--- config.mk ---
export PLATFORM = sky130hd
export DESIGN_NAME = regfile_wb_arbiter
export DESIGN_NICKNAME = d
export VERILOG_FILES = /design/src/rtl/regfile_wb_arbiter.sv
export SDC_FILE = /design/constraint.sdc
export NUM_CORES = 1
export LEC_CHECK = 0
export CAP_MARGIN = 20
export CORE_UTILIZATION = 43
export CTS_BUF_LIST = sky130_fd_sc_hd__clkbuf_4 sky130_fd_sc_hd__clkbuf_8 sky130_fd_sc_hd__clkbuf_16
export CTS_CLUSTER_SIZE = 12
export DETAILED_ROUTE_END_ITERATION = 12
export HOLD_SLACK_MARGIN = 0.15
export PLACE_DENSITY = 0.81
export SETUP_SLACK_MARGIN = 0.05
export SYNTH_ARGS = -nofsm -noshare
export SYNTH_HDL_FRONTEND = slang
export SYNTH_SLANG_ARGS = --single-unit
--- constraint.sdc ---
create_clock -name clk -period 3.5 [get_ports clk]
set_clock_uncertainty 0.2 [all_clocks]
set_input_delay 0.35 -clock clk [delete_from_list [all_inputs] [get_ports clk]]
set_output_delay 0.35 -clock clk [all_outputs]
set_load 0.02 [all_outputs]
--- src/rtl/regfile_wb_arbiter.sv ---
// Round-robin sharing of the single regfile write port among NREQ writeback units,
// plus a pending-write scoreboard for RAW stalls. Define WB_BYPASS_EN for forwarding outputs.
module regfile_wb_arbiter #(
    parameter int NREQ = 3,
    parameter int AW   = 5,
    parameter int DW   = 32
) (
    input  logic                 clk,
    input  logic                 rst,
    input  logic [NREQ-1:0]      req_valid,
    input  logic [NREQ*AW-1:0]   req_addr,
    input  logic [NREQ*DW-1:0]   req_data,
    output logic [NREQ-1:0]      req_ready,
    input  logic                 issue_valid,
    input  logic [AW-1:0]        issue_addr,
    input  logic [AW-1:0]        chk_addr1,
    input  logic [AW-1:0]        chk_addr2,
    output logic                 stall,
`ifdef WB_BYPASS_EN
    output logic                 fwd_hit1,
    output logic                 fwd_hit2,
    output logic [DW-1:0]        fwd_data1,
    output logic [DW-1:0]        fwd_data2,
`endif
    output logic                 rf_we,
    output logic [AW-1:0]        rf_waddr,
    output logic [DW-1:0]        rf_wdata,
    output logic [(2**AW)-1:0]   pending
);

    localparam int PW   = (NREQ > 2) ? 2 : 1;
    localparam int NREG = 2 ** AW;

    logic [PW-1:0]   rr_ptr_r;
    logic [NREQ-1:0] grant_s;
    logic [PW-1:0]   gidx_s;
    logic            found_s;
    int              idx_s;
    logic [AW-1:0]   gaddr_s;
    logic [DW-1:0]   gdata_s;
    logic            xfer_s;
    logic [NREG-1:0] pending_r;
    logic [NREG-1:0] pending_nxt_s;
    logic            rf_we_r;
    logic [AW-1:0]   rf_waddr_r;
    logic [DW-1:0]   rf_wdata_r;
    logic            src1_s;
    logic            src2_s;

    // Round-robin scan from rr_ptr; reset suppresses every grant.
    always_comb begin
        grant_s = {NREQ{1'b0}};
        gidx_s  = {PW{1'b0}};
        found_s = 1'b0;
        idx_s   = 0;
        for (int k = 0; k < NREQ; k++) begin
            idx_s = (int'(rr_ptr_r) + k) % NREQ;
            if (!found_s && req_valid[idx_s]) begin
                grant_s[idx_s] = 1'b1;
                gidx_s         = PW'(idx_s);
                found_s        = 1'b1;
            end else begin
                found_s = found_s;
            end
        end
        if (rst) begin
            grant_s = {NREQ{1'b0}};
            found_s = 1'b0;
        end else begin
            grant_s = grant_s;
        end
    end

    assign xfer_s    = found_s;
    assign gaddr_s   = req_addr[int'(gidx_s)*AW +: AW];
    assign gdata_s   = req_data[int'(gidx_s)*DW +: DW];
    assign req_ready = grant_s;

    // Scoreboard update: a new issue to the same register wins over the retiring write.
    always_comb begin
        pending_nxt_s = pending_r;
        if (xfer_s) begin
            pending_nxt_s[gaddr_s] = 1'b0;
        end else begin
            pending_nxt_s = pending_nxt_s;
        end
        if (issue_valid && (issue_addr != {AW{1'b0}})) begin
            pending_nxt_s[issue_addr] = 1'b1;
        end else begin
            pending_nxt_s = pending_nxt_s;
        end
        pending_nxt_s[0] = 1'b0;
    end

    // State: round-robin pointer, registered write port, scoreboard.
    always_ff @(posedge clk) begin
        if (rst) begin
            rr_ptr_r   <= {PW{1'b0}};
            rf_we_r    <= 1'b0;
            rf_waddr_r <= {AW{1'b0}};
            rf_wdata_r <= {DW{1'b0}};
            pending_r  <= {NREG{1'b0}};
        end else begin
            pending_r <= pending_nxt_s;
            if (xfer_s) begin
                rr_ptr_r   <= PW'((int'(gidx_s) + 1) % NREQ);
                rf_we_r    <= (gaddr_s != {AW{1'b0}});
                rf_waddr_r <= gaddr_s;
                rf_wdata_r <= gdata_s;
            end else begin
                rf_we_r <= 1'b0;
            end
        end
    end

    assign rf_we    = rf_we_r;
    assign rf_waddr = rf_waddr_r;
    assign rf_wdata = rf_wdata_r;
    assign pending  = pending_r;

    assign src1_s = (chk_addr1 != {AW{1'b0}}) && pending_r[chk_addr1];
    assign src2_s = (chk_addr2 != {AW{1'b0}}) && pending_r[chk_addr2];

`ifdef WB_BYPASS_EN
    // A source being written this cycle is served from the forwarding path instead of stalling.
    assign fwd_hit1  = rf_we_r && (rf_waddr_r == chk_addr1) && (chk_addr1 != {AW{1'b0}});
    assign fwd_hit2  = rf_we_r && (rf_waddr_r == chk_addr2) && (chk_addr2 != {AW{1'b0}});
    assign fwd_data1 = rf_wdata_r;
    assign fwd_data2 = rf_wdata_r;
    assign stall     = (src1_s && !fwd_hit1) || (src2_s && !fwd_hit2);
`else
    assign stall     = src1_s || src2_s;
`endif

endmodule

; ---- After elaboration in Yosys (flattened, before gate mapping)
; Cells that the tools add are included.
[totals]
register_bits = 72
latchBits = 0
mem_bits_rw = 0
rom_bits = 0
in_bits = 132
output_inout_bits = 74
wordCells = 88
mem_count = 0
[op_classes]
n_addsub = 3
n_mul = 1
div = 4
magnitude_cmp = 12
n_eq_ne = 0
shift = 2
n_mux = 36
bitwise = 6
reduce_logical = 18
[op_table]
columns = cell, count
row1 = "greater-or-equal comparator 32 x 1 -> 1 bit, second input constant", 3
row2 = "< comparator 32 x 4 -> 1 bit, second input constant", 3
row3 = "modulo 32 x 3 -> 32 bit, second input constant", 3
row4 = indexed part select 96 x 8 -> 32 bit, 1
row5 = two-way mux 32 bit, 2
row6 = bitwise AND 32 bit, 1
row7 = "modulo 3 x 3 -> 32 bit, second input constant", 1
row8 = inverter 32 bit, 1
row9 = bitwise OR 32 bit, 1
row10 = "< comparator 5 x 6 -> 1 bit, second input constant", 4
row11 = nonzero test 5 bit, 4
row12 = two-way mux 1 bit, 17
row13 = indexed part select 15 x 6 -> 5 bit, 1
row14 = two-way mux 3 bit, 4
row15 = binary-select mux 1 bit (select 5 bit), 2
row16 = demux 1 bit (select 5 bit), 2
row17 = "greater-or-equal comparator 5 x 1 -> 1 bit, second input constant", 2
row18 = logical AND 1 bit, 10
row19 = "adder 2 x 1 -> 3 bit, second input constant", 2
row20 = binary-select mux 1 bit (select 2 bit), 3
row21 = demux 1 bit (select 2 bit), 3
row22 = two-way mux 2 bit, 3
row23 = bitwise OR 3 bit, 2
row24 = "multiplier 2 x 3 -> 5 bit, second input constant", 1
row25 = 5 further kinds, 6

; ---- Depth between registers and ports, before layout
; Gate-level depths: netlist (run 1).
[depth]
depth_word = 22
ltp_mapped = 12

; ---- Worst setup path before layout (run 1)
; Ideal clock, no wire load.
[synth_path]
path_kind = reg2reg
startpoint = reg rr_ptr_r[1]
endpoint = reg pending_r[16] (netlist: pending[16])
setup_time_ns = 0.131
t_arrival_ns = 2.341
required_time_ns = 3.169
slack_ns = 0.828
path_stages_with_launch = 12
period_less_slack_ns = 2.672
path_cell_list = dfxtp_1 -> inv_1 -> ha_1 -> buf_6 -> or3b_1 -> a21oi_4 -> or4b_1 -> nand4_1 -> mux2_2 -> buf_6 -> o311ai_1 -> o21ai_0
[synth_between]
elab_chain_cells = 22
word_cells_on_any_way = 37
[synth_rtl]
columns = item, line_no
row1 = from (decl), 34  ; logic [PW-1:0] rr_ptr_r;
row2 = from (signal assigned), 98  ; rr_ptr_r <= {PW{1'b0}};
row3 = from (signal assigned), 106  ; rr_ptr_r <= PW'((int'(gidx_s) + 1) % NREQ);
row4 = branches (longest 19 deep; another with modulo 32 x 3 -> 32 bit), --
row5 = two-way mux 32 bit (*), 82  ; if (xfer_s) begin
row6 = bitwise OR 32 bit (no source line), --
row7 = two-way mux 32 bit (*), 87  ; if (issue_valid && (issue_addr != {AW{1'b0}})) begin
row8 = to (signal assigned), 102  ; pending_r <= {NREG{1'b0}};
row9 = to (signal assigned), 104  ; pending_r <= pending_nxt_s;
row10 = to (decl), 42  ; logic [NREG-1:0] pending_r;
; Mark *: on every way between the ends. The select of a mux whose other input is x is not followed.
; A chain may end at the register's enable or synchronous reset.

; ---- Worst setup path in the final report (run 1)
[layout_path]
startpoint = in chk_addr2[0]
endpoint = out stall
[layout_between]
elab_chain_cells = 4
word_cells_on_any_way = 5
[layout_rtl]
columns = item, line_no
row1 = from (decl), 17  ; input logic [AW-1:0] chk_addr2,
row2 = binary-select mux 1 bit (select 5 bit), 122  ; assign src2_s = (chk_addr2 != {AW{1'b0}}) && pending_r[chk_addr2];
row3 = two-way mux 1 bit (not written as such), 122
row4 = logical AND 1 bit (*), 122
row5 = logical OR 1 bit (*), 132  ; assign stall = src1_s || src2_s;
row6 = to (decl), 18  ; output logic stall,
; Mark *: on every way between the ends. The rest lies on a longest branch, timed or not. The select of a mux whose other input is x is not followed.

==> key figures, run 1 <==
Run status
  – Status: complete, no violations

Critical path
  – Reg2Reg Depth: 9
  – Worst setup path end: stall
  – Crit path launch type: input pin
  – Crit Path Category: in -> out
  – R2R Path Start: rr_ptr_r[0]
  – FF-to-FF setup slack: 0.24 ns
  – Reg-to-reg endpoint: pending[11]
  – Critical Path RT: 2.95 ns
  – CP Launch Point: chk_addr2[0]
  – Critical Path AT: 2.75 ns
  – Crit end category: output port
  – Critical path peak fanout: 9

Job
  – Max-cap viol count: 0

Synthesis
  – Post-synth ARST share: 0%
  – Post-synthesis cell type count: 57
  – Main combinational cell family by area after synthesis: compound AO/OA/AOI/OAI gates
  – YS warnings: 0
  – Yosys reg bits: 71
  – Primary FF master, synth: dfxtp_1
  – Synth Instances: 545
  – Mapped Nets: 681
  – Synth Area in Compound Gates: 23.0%
  – Area contributors post-synth: dfxtp_1 30%, mux2i_1 9.7%, mux4_2 8.5%, nand2_1 7.8%, o211ai_1 6.3%
  – Xor/xnor share of the synthesized area: 0%
  – Mux cell area share after synthesis: 21.0%
  – Synth Area in Adders: 1.05%
  – Largest area contributor in the netlist: dfxtp_1
  – EDFF count, synth: 0
  – Share of the synthesized area in the top cell type: 29.9%
  – Simple-Gate Fraction of Synth Area: 18.6%
  – Synthesized area: 4750 sq um
  – Post-synthesis sequential area ratio: 29.9%
  – Avg Synthesized Cell Area: 8.71 sq um

Global routing
  – First-pass GRT wire length: 23.9 mm
  – Initial antenna violation count: 0
  – Total grt overflow: 0
  – Largest net degree at the start of global routing: 57
  – Vias in the first global route: 4843
  – Total GRT Usage: 26.4%

Layout
  – Final core utilization: 67.3%
  – Diode count: 0
  – Net count, final: 870
  – Fillers: 830
  – Layout cells sized above 1: 10.1%
  – Area grow syn2layout: 49.1%

Clock network
  – Clock latency on the worst-skew pair: 0.34 ns
  – CTS tree: done
  – CTS max path bufs: 2
  – Root Buffer: clkbuf_8
  – Inserted Clock Buffers: 9
  – H-tree depth: 3
  – Clock sink total: 71
  – Clk slew on worst S/H paths: 0.07 ns

Placement
  – Post-DP HPWL: 11.7 mm
  – Gp weighted congestion: 0.928
  – Pre-CTS setup slack: 0.0850 ns
  – Number of buffers added on ports: 204

STA
  – Max Fclk: 303 MHz
  – Final Max Slew Viols: 0
  – Tcrit/Tclk final: 94.2%
  – RSZ-0062 raised after global routing: no
  – TNS Setup: 0 ns
  – Setup-failing EPs final: 0
  – Tmin final: 3.30 ns
  – Slew @ Worst Pin: 0.765 ns
  – Slew margin rel.: 48.0%
  – Endpoints failing hold: 0
  – Worst setup margin: 0.204 ns

Detailed routing
  – DRC errors left: 0
  – Avg WL per Cell: 17.6 microns
  – ANT nets after route: 0
  – Pre-antenna DRT Iters: 5
  – Via count: 5101
  – First DRT Iteration DRCs: 276
  – Routed wire length: 15.4 mm
  – Vias per cell: 5.83

Die
  – Rows: 37
  – I/O pin cnt: 206
  – Die height: 107 microns
  – Die ar.: 11500 sq um
  – Core box area: 10500 sq um
  – Die Wd: 107 microns
  – Initial Util: 45.2%

Min path
  – Hold Path Class: reg -> reg

Power
  – Pwr Density: 787 nW/um^2
  – Max IR drop VDD: 0.436 mV
  – Overall Power: 5.57 mW
  – Leak: 2.62 nW
==> state kept, by name, summed over array words and instances, names as in the netlist <==
register,cells
pending,31
rr_ptr_r,2
rf_waddr,5
rf_wdata,32
rf_we,1
==> per-stage QoR <==
step / hold slack, ns / area [sq um] / instances
final: 0.257 / 7080 / 875
after global routing: 0.273 / 7080 / 875
after CTS: 0.255 / 7040 / 873
after detailed placement: 0.247 / 6830 / 856
after global placement: 0.239 / 6830 / 856
after floorplan: 0.330 / 4750 / 545
==> cell usage in the layout, fill, tap and decap left out, types with 15 or more instances in the layout <==
| master | instances |
|---|---|
| o211ai_1 | 40 |
| mux2i_1 | 45 |
| nor2_1 | 22 |
| nor4_1 | 15 |
| a21oi_1 | 47 |
| clkdlybuf4s50_1 | 201 |
| mux4_2 | 18 |
| dfxtp_1 | 71 |
| inv_1 | 20 |
| nand2_1 | 99 |
==> cell type report <==
type                    instances  area (sq um)  share of cell area (%)
multi-input cells             415          3040                    43.0
repair buffers                217          2170                    30.6
flip-flops and latches         71          1420                    20.1
well taps                     136           170                    2.40
clock buffers                  10           131                    1.86
inverters                      20          75.1                    1.06
clock inverters                 6          68.8                   0.973
==> critical path, cell delays in order <==
cell and delay [ns]:
clkdlybuf4s50_1 0.46, buf_4 0.20, mux4_2 0.52, mux4_2 0.48, mux2i_1 0.15, nand2_1 0.06
clkdlybuf4s50_1 0.53
==> cells in the mapped netlist (3+ instances only) <==
master and number:
a21oi_1 47, a31oi_1 4, buf_1 4, buf_2 3
buf_4 4, buf_6 8, clkbuf_1 20, dfxtp_1 71
ha_1 4, inv_1 20, mux2_2 5, mux2i_1 46
mux4_2 18, nand2_1 99, nand2b_1 9, nand3_1 3
nand3b_1 5, nand4_1 3, nor2_1 22, nor2b_1 4
nor3_1 7, nor4_1 15, o211ai_1 40, o21ai_0 14
o21ai_1 4, o22ai_1 3, o311ai_1 10, o32ai_1 13
==> kinds of logic (layout without fill, tap and decap cells) <==
group                      Yosys count  in the layout
AOI/OAI and AO/OA                  154            154
adders and majority gates            4              4
buffers and inverters               59            253
DFF                                 71             71
muxes                               73             73
other                                1              1
and+or+nand+nor                    183            183
==> worst min-delay path by stage <==
| stage | from | depth (start not counted) | to |
|---|---|---|---|
| 3_5_place_dp | rf_wdata[20] | 2 | rf_wdata[20] |
| 3_3_place_gp | rf_wdata[8] | 2 | rf_wdata[8] |
| 6_report | rf_wdata[14] | 2 | rf_wdata[14] |
| 5_1_grt | rf_waddr[2] | 2 | rf_waddr[2] |
| 4_1_cts | rf_wdata[20] | 2 | rf_wdata[20] |
| 2_1_floorplan | rf_waddr[2] | 2 | rf_waddr[2] |
==> metal layers <==
metal  up-vias  global-route usage [%]  wire [microns]
met5         -                       0               0
met3        34                    5.71            1240
met2       289                    47.8            7950
met4         0                    8.12             241
met1      2360                    30.8            5970
li1       2418                       -               -
==> report_power, final <==
group          switching [mW]  total (mW)  internal, mW
Sequential              0.145        1.21          1.06
Clock                   0.327       0.668         0.341
Combinational            2.12        3.69          1.57
==> repair_timing <==
action,CTS,global route
resized for setup,0,4
endpoints found under the hold margin,1,0
hold buffers,1,0
endpoints found under the setup margin,0,19
buffers inserted,0,2
Note: power is estimated with default switching activity, not from simulation.
==> inputs of run 2 (changes only) <==
--- a/config.mk
+++ b/config.mk
@@ -6,6 +6,7 @@
 export NUM_CORES = 1
 export LEC_CHECK = 0
 export CAP_MARGIN = 20
+export CORE_ASPECT_RATIO = 0.75
 export CORE_UTILIZATION = 43
 export CTS_BUF_LIST = sky130_fd_sc_hd__clkbuf_4 sky130_fd_sc_hd__clkbuf_8 sky130_fd_sc_hd__clkbuf_16
 export CTS_CLUSTER_SIZE = 12
==> run 2 against run 1 <==
  * Die area hardly changed
  * Final cell count is 0.23% higher
  * Wire length is 6.2% higher
  * Final area is 2.6% higher
  * Largest cell class unchanged
  * Setup slack worse by 0.049 ns
  * Sequential share of layout area is 0.52 points lower
  * Critical path depth is 1 higher
  * Hold slack worse by 0.0096 ns
  * Via count is 2.5% higher
  * Sequential power hardly changed
  * Utilization is 1.9 points higher
  * Non-clock buffer count is 2 higher
==> key figures, run 2 (same netlist as run 1, synthesis figures left out) <==
Critical path
  – Family with the most delay on the worst path: buffers and inverters
  – Worst path slowest cell: clkdlybuf4s50_1
  – Slowest stage delay, CP: 0.64 ns
  – Crit Path Category: reg -> out
  – CP Buf/Inv Count: 2
  – Critical path peak fanout: 8
  – Critical Path AT: 2.79 ns
  – Crit path launch type: flop
  – Critical Path RT: 2.95 ns
  – FF-to-FF setup slack: 0.20 ns
  – CP cell instances: inv_1 -> ha_1 -> nand3b_2 -> o21ai_2 -> o32ai_1 -> a32oi_1 -> nor2_1 -> clkdlybuf4s50_1
  – Crit end category: output port

Power
  – Max IR drop VDD: 0.555 mV
  – Leak: 2.70 nW
  – Pwr Density: 837 nW/um^2

Die
  – Rows: 32
  – Die height: 93.0 microns
  – Die ar.: 11500 sq um
  – Core box area: 10500 sq um
  – Die Wd: 123 microns
  – Initial Util: 45.3%
  – I/O pin cnt: 206

STA
  – Worst setup margin: 0.155 ns
  – Tcrit/Tclk final: 95.6%
  – Endpoints failing hold: 0
  – Final Max Slew Viols: 0
  – Worst hold margin: 0.248 ns
  – Slew @ Worst Pin: 0.745 ns
  – Max Fclk: 299 MHz
  – Tmin final: 3.34 ns
  – Setup-failing EPs final: 0
  – Slew margin rel.: 50.3%
  – TNS Setup: 0 ns
  – RSZ-0062 raised after global routing: no

Clock network
  – Clock latency on the worst-skew pair: 0.33 ns
  – Clk slew on worst S/H paths: 0.06 ns
  – Post-cts hold buffer count: 0
  – CTS tree: done
  – Clock sink total: 71
  – CTS max path bufs: 2
  – Inserted Clock Buffers: 9
  – Root Buffer: clkbuf_16
  – H-tree depth: 3

Layout
  – Max reg flops: 32
  – Layout cells sized above 1: 10.7%
  – Area grow syn2layout: 53.0%
  – Most common cell after layout, fill and taps aside: clkdlybuf4s50_1
  – Diode count: 0
  – Net count, final: 872
  – Highest-count cells in the layout ignoring fill and taps: 201 x clkdlybuf4s50_1, 99 x nand2_1, 71 x dfxtp_1
  – Cell Count, Final, Fillers Out: 877
  – Fillers: 815
  – Final core utilization: 69.2%

Global routing
  – Total GRT Usage: 29.1%
  – Largest net degree at the start of global routing: 66
  – Vias in the first global route: 5108
  – First-pass GRT wire length: 25.9 mm
  – Initial antenna violation count: 0
  – Total grt overflow: 0

Placement
  – Pre-CTS setup slack: 0.0812 ns
  – Post-DP HPWL: 12.1 mm
  – Gp weighted congestion: 0.926
  – Number of buffers added on ports: 204
  – Post-Place Cells: 861

Detailed routing
  – Avg WL per Cell: 18.7 microns
  – Via count: 5230
  – Pre-antenna DRT Iters: 6
  – DRC errors left: 0
  – ANT nets after route: 0
  – Vias per cell: 5.96
  – Routed wire length: 16.4 mm
  – First DRT Iteration DRCs: 492

Run status
  – Status: complete, no violations

Job
  – Max-cap viol count: 0

Min path
  – Hold Path Class: reg -> reg
==> run 2: cell count changes in the layout (fill, tap and decap cells not counted), sizes merged <==
cell,change
buf,+3
bufinv,+3
clkinv,-2
clkbuf,+1
clkinvlp,-1
dlygate4sd2,+1
dlygate4sd3,-1
dlymetal6s2s,-1
inv,-1
==> run 2: per-stage QoR <==
step | instance area (sq um) | power (mW)
4_1_cts | 7240 | 6.03
5_1_grt | 7260 | 6.42
3_5_place_dp | 6860 | 4.85
6_report | 7260 | 6.08
2_1_floorplan | 4750 | 3.75
3_3_place_gp | 6860 | 4.76
==> run 2: area by class of cell <==
| cell class | instances | area, sq um | area share (%) |
|---|---|---|---|
| Clock inverter | 5 | 129 | 1.77 |
| Clock buffer | 11 | 246 | 3.39 |
| Inverter | 20 | 75.1 | 1.03 |
| Tap cell | 136 | 170 | 2.34 |
| Multi-Input combinational cell | 415 | 3060 | 42.1 |
| Timing Repair Buffer | 219 | 2160 | 29.8 |
| Sequential cell | 71 | 1420 | 19.6 |
==> run 2: worst reg2reg max path, stage by stage, from the launching register on <==
cell	delay, ns
dfxtp_1	0.39
inv_1	0.09
ha_1	0.42
nand3b_2	0.20
o21ai_2	0.15
nor3_2	0.42
nor2_4	0.10
buf_4	0.21
mux2_2	0.41
nor4_1	0.44
o32ai_1	0.12
==> run 2: worst paths after layout <==
check,start,end,depth (start not counted)
worst max register to register,rr_ptr_r[0],pending[9],10
worst max-delay path,rr_ptr_r[0],req_ready[2],8
worst min register to register,rf_wdata[7],rf_wdata[7],2
worst min-delay path,rf_wdata[7],rf_wdata[7],2
==> run 2: metal layers <==
metal  wire length [microns]  share of wire, %  vias to the layer above  track usage (%)
met5                       0                 0                        -                0
met4                     232               1.4                        0             8.73
met3                    1600               9.8                       37             8.41
met2                    8090                49                      323             50.3
met1                    6440                39                     2441             34.7
li1                        -                 -                     2429                -
==> run 2: repair_timing <==
action | in CTS | in global routing
setup endpoints to repair | 2 | 7
buffers inserted | 0 | 0
resized for setup | 2 | 5
==> run 2: power breakdown <==
part / switching (mW) / internal, mW
sequential: 0.145 / 1.06
clock: 0.344 / 0.797
combinational: 2.17 / 1.56
==> inputs of run 3 (changes only) <==
==> config.mk (replaced) <==
export PLATFORM = sky130hd
export DESIGN_NAME = regfile_wb_arbiter
export DESIGN_NICKNAME = d
export VERILOG_FILES = /design/src/rtl/regfile_wb_arbiter.sv
export SDC_FILE = /design/constraint.sdc
export NUM_CORES = 1
export LEC_CHECK = 0
export ABC_AREA = 1
export CAP_MARGIN = 5
export CORE_ASPECT_RATIO = 0.75
export CORE_UTILIZATION = 43
export CTS_BUF_LIST = sky130_fd_sc_hd__clkbuf_8
export CTS_CLUSTER_SIZE = 12
export DETAILED_ROUTE_END_ITERATION = 12
export HOLD_SLACK_MARGIN = 0.15
export PLACE_DENSITY = 0.83
export SETUP_SLACK_MARGIN = 0.05
export SYNTH_ARGS = -nofsm -noshare
export SYNTH_HDL_FRONTEND = slang
export SYNTH_SLANG_ARGS = --single-unit
==> run 3 against run 2 <==
  * Die area shrank 5.6%
  * Non-clock buffer count is 3 lower
  * Hold slack improved by 0.032 ns
  * Sequential share of layout area grew 1.4 points
  * Global-route usage up 2.9 points
  * Power fell by 4.5%
  * Sequential power decreased by 4%
  * Largest power group unchanged
  * Highest routed layer unchanged
  * Clock power fell by 49%
  * Utilization shrank 0.71 points
==> key figures, run 3 <==
Layout
  – Fillers: 873
  – Most common cell after layout, fill and taps aside: clkdlybuf4s50_1
  – Area grow syn2layout: 51.5%
  – Diode count: 0
  – Layout cells sized above 1: 9.05%
  – Max reg flops: 32
  – Net count, final: 1026
  – Highest-count cells in the layout ignoring fill and taps: 203 x clkdlybuf4s50_1, 127 x nand2_1, 113 x a21oi_1
  – Cell Count, Final, Fillers Out: 1027

Synthesis
  – Post-synth ARST share: 0%
  – Primary FF master, synth: dfxtp_1
  – Post-synthesis sequential area ratio: 31.8%
  – EDFF count, synth: 0
  – Synth cell count leaders: 127 x nand2_1, 113 x a21oi_1, 102 x o21ai_0
  – Mapped Nets: 836
  – Synthesized area: 4470 sq um
  – Top-count cell post-synth: nand2_1
  – Avg Synthesized Cell Area: 6.39 sq um
  – Post-synthesis cell type count: 36
  – Yosys reg bits: 71
  – Synth Instances: 700
  – YS warnings: 0
  – Share of the synthesized area in the top cell type: 31.8%
  – Area contributors post-synth: dfxtp_1 32%, a21oi_1 13%, o21ai_0 11%, nand2_1 11%, nor2_1 7.5%
  – Largest area contributor in the netlist: dfxtp_1

Clock network
  – Clock latency on the worst-skew pair: 0.35 ns
  – CTS tree: done
  – H-tree depth: 3
  – Root Buffer: clkbuf_8
  – Clk slew on worst S/H paths: 0.08 ns
  – CTS max path bufs: 2
  – Inserted Clock Buffers: 9
  – Clock sink total: 71

Detailed routing
  – First DRT Iteration DRCs: 507
  – Avg WL per Cell: 16.8 microns
  – Routed wire length: 17.3 mm
  – ANT nets after route: 0
  – Via count: 5749
  – DRC errors left: 0
  – Vias per cell: 5.60
  – Pre-antenna DRT Iters: 6

STA
  – Final Max Slew Viols: 0
  – Slew margin rel.: 46.0%
  – Worst setup margin: 0.222 ns
  – TNS Setup: 0 ns
  – Max Fclk: 305 MHz
  – Slew @ Worst Pin: 0.807 ns
  – RSZ-0062 raised after global routing: no
  – Tcrit/Tclk final: 93.7%
  – Setup-failing EPs final: 0
  – Tmin final: 3.28 ns
  – Endpoints failing hold: 0
  – Worst hold margin: 0.280 ns

Critical path
  – Slowest stage delay, CP: 0.61 ns
  – Crit Path Category: reg -> out
  – Worst path slowest cell: clkdlybuf4s50_1
  – Crit path launch type: flop
  – Critical Path AT: 2.73 ns
  – Most used cell, CP: nand2_1
  – CP cell instances: inv_1 -> ha_2 -> inv_2 -> nand2_1 -> nand3_1 -> nand2_1 -> nand2_1 -> a21oi_1 -> a21oi_1 -> nor2_1 -> clkdlybuf4s50_1
  – Crit end category: output port
  – Critical Path RT: 2.95 ns
  – Critical path peak fanout: 7

Die
  – I/O pin cnt: 206
  – Die ar.: 10800 sq um
  – Core box area: 9890 sq um
  – Die height: 90.3 microns
  – Die Wd: 120 microns
  – Initial Util: 45.2%
  – Rows: 31

Global routing
  – Total GRT Usage: 32.0%
  – First-pass GRT wire length: 27.7 mm
  – Largest net degree at the start of global routing: 43
  – Initial antenna violation count: 0
  – Vias in the first global route: 5522
  – Total grt overflow: 0

Power
  – Pwr Density: 857 nW/um^2
  – Max IR drop VDD: 0.511 mV
  – Leak: 2.56 nW

Min path
  – Hold Path Class: reg -> reg

Placement
  – Pre-CTS setup slack: 0.345 ns
  – Number of buffers added on ports: 204
  – Gp weighted congestion: 0.932
  – Post-DP HPWL: 13.4 mm
  – Post-Place Cells: 1011

Run status
  – Status: complete, no violations

Job
  – Max-cap viol count: 0
[run 3: final timing paths]
check	start	to	slack, ns	depth (start not counted)
max reg2reg	rr_ptr_r[0]	pending[24]	0.37	18
min	rf_waddr[1]	rf_waddr[1]	0.28	2
min reg2reg	rf_waddr[1]	rf_waddr[1]	0.28	2
max	rr_ptr_r[0]	req_ready[0]	0.22	11
[run 3: final cells by class]
class,instances,area (sq um),share of cell area [%]
clock inverter,7,41.3,0.609
timing repair buffer,216,2130,31.5
inverter,48,185,2.73
clock buffer,9,124,1.83
tap,132,165,2.44
multi-input combinational,544,2710,39.9
sequential,71,1420,21.0
[run 3: repair_timing]
action                     4_1_cts  5_1_grt
resized for setup                0        2
hold buffers                     0        0
setup endpoints to repair        0        4
buffers inserted                 0        0
[run 3: logic make-up after synthesis]
kind of cell,count (synthesis),share of synthesized area [%]
AOI/OAI and AO/OA,241,28.4
adders and majority gates,4,1.12
buffers and inverters,85,7.83
DFF,71,31.8
other,1,0.0838
and+or+nand+nor,298,30.8
[run 3: critical path, delay by kind of cell, from the launching register on]
family	cells	cell delay, ns
compound gates	2	0.33
fa+ha+maj	1	0.40
simple gates	5	0.48
buf+inv	3	0.81
flops	1	0.37
[run 3: where the power goes]
group,switching [mW],total [mW],leakage [nW],internal [mW]
sequential,0.118,1.16,0.586,1.04
clock,0.331,0.583,0.0880,0.252
combinational,2.68,4.07,1.89,1.38
total,3.13,5.81,2.56,2.67
[run 3: through the flow]
step | total power, mW | instance area (sq um) | utilization (%)
2_1_floorplan | 3.95 | 4470 | -
3_3_place_gp | 5.06 | 6610 | 66.8
3_5_place_dp | 5.18 | 6610 | 66.8
4_1_cts | 5.77 | 6770 | 68.5
5_1_grt | 6.25 | 6780 | 68.5
6_report | 5.81 | 6780 | 68.5
[run 3: metal layers]
metal	part of all wire, %	GRT usage [%]	up-vias
met4	2.7	10.8	0
met5	0	0	-
met2	45	50.8	319
li1	-	-	2737
met3	9.6	8.96	50
met1	43	41.6	2643
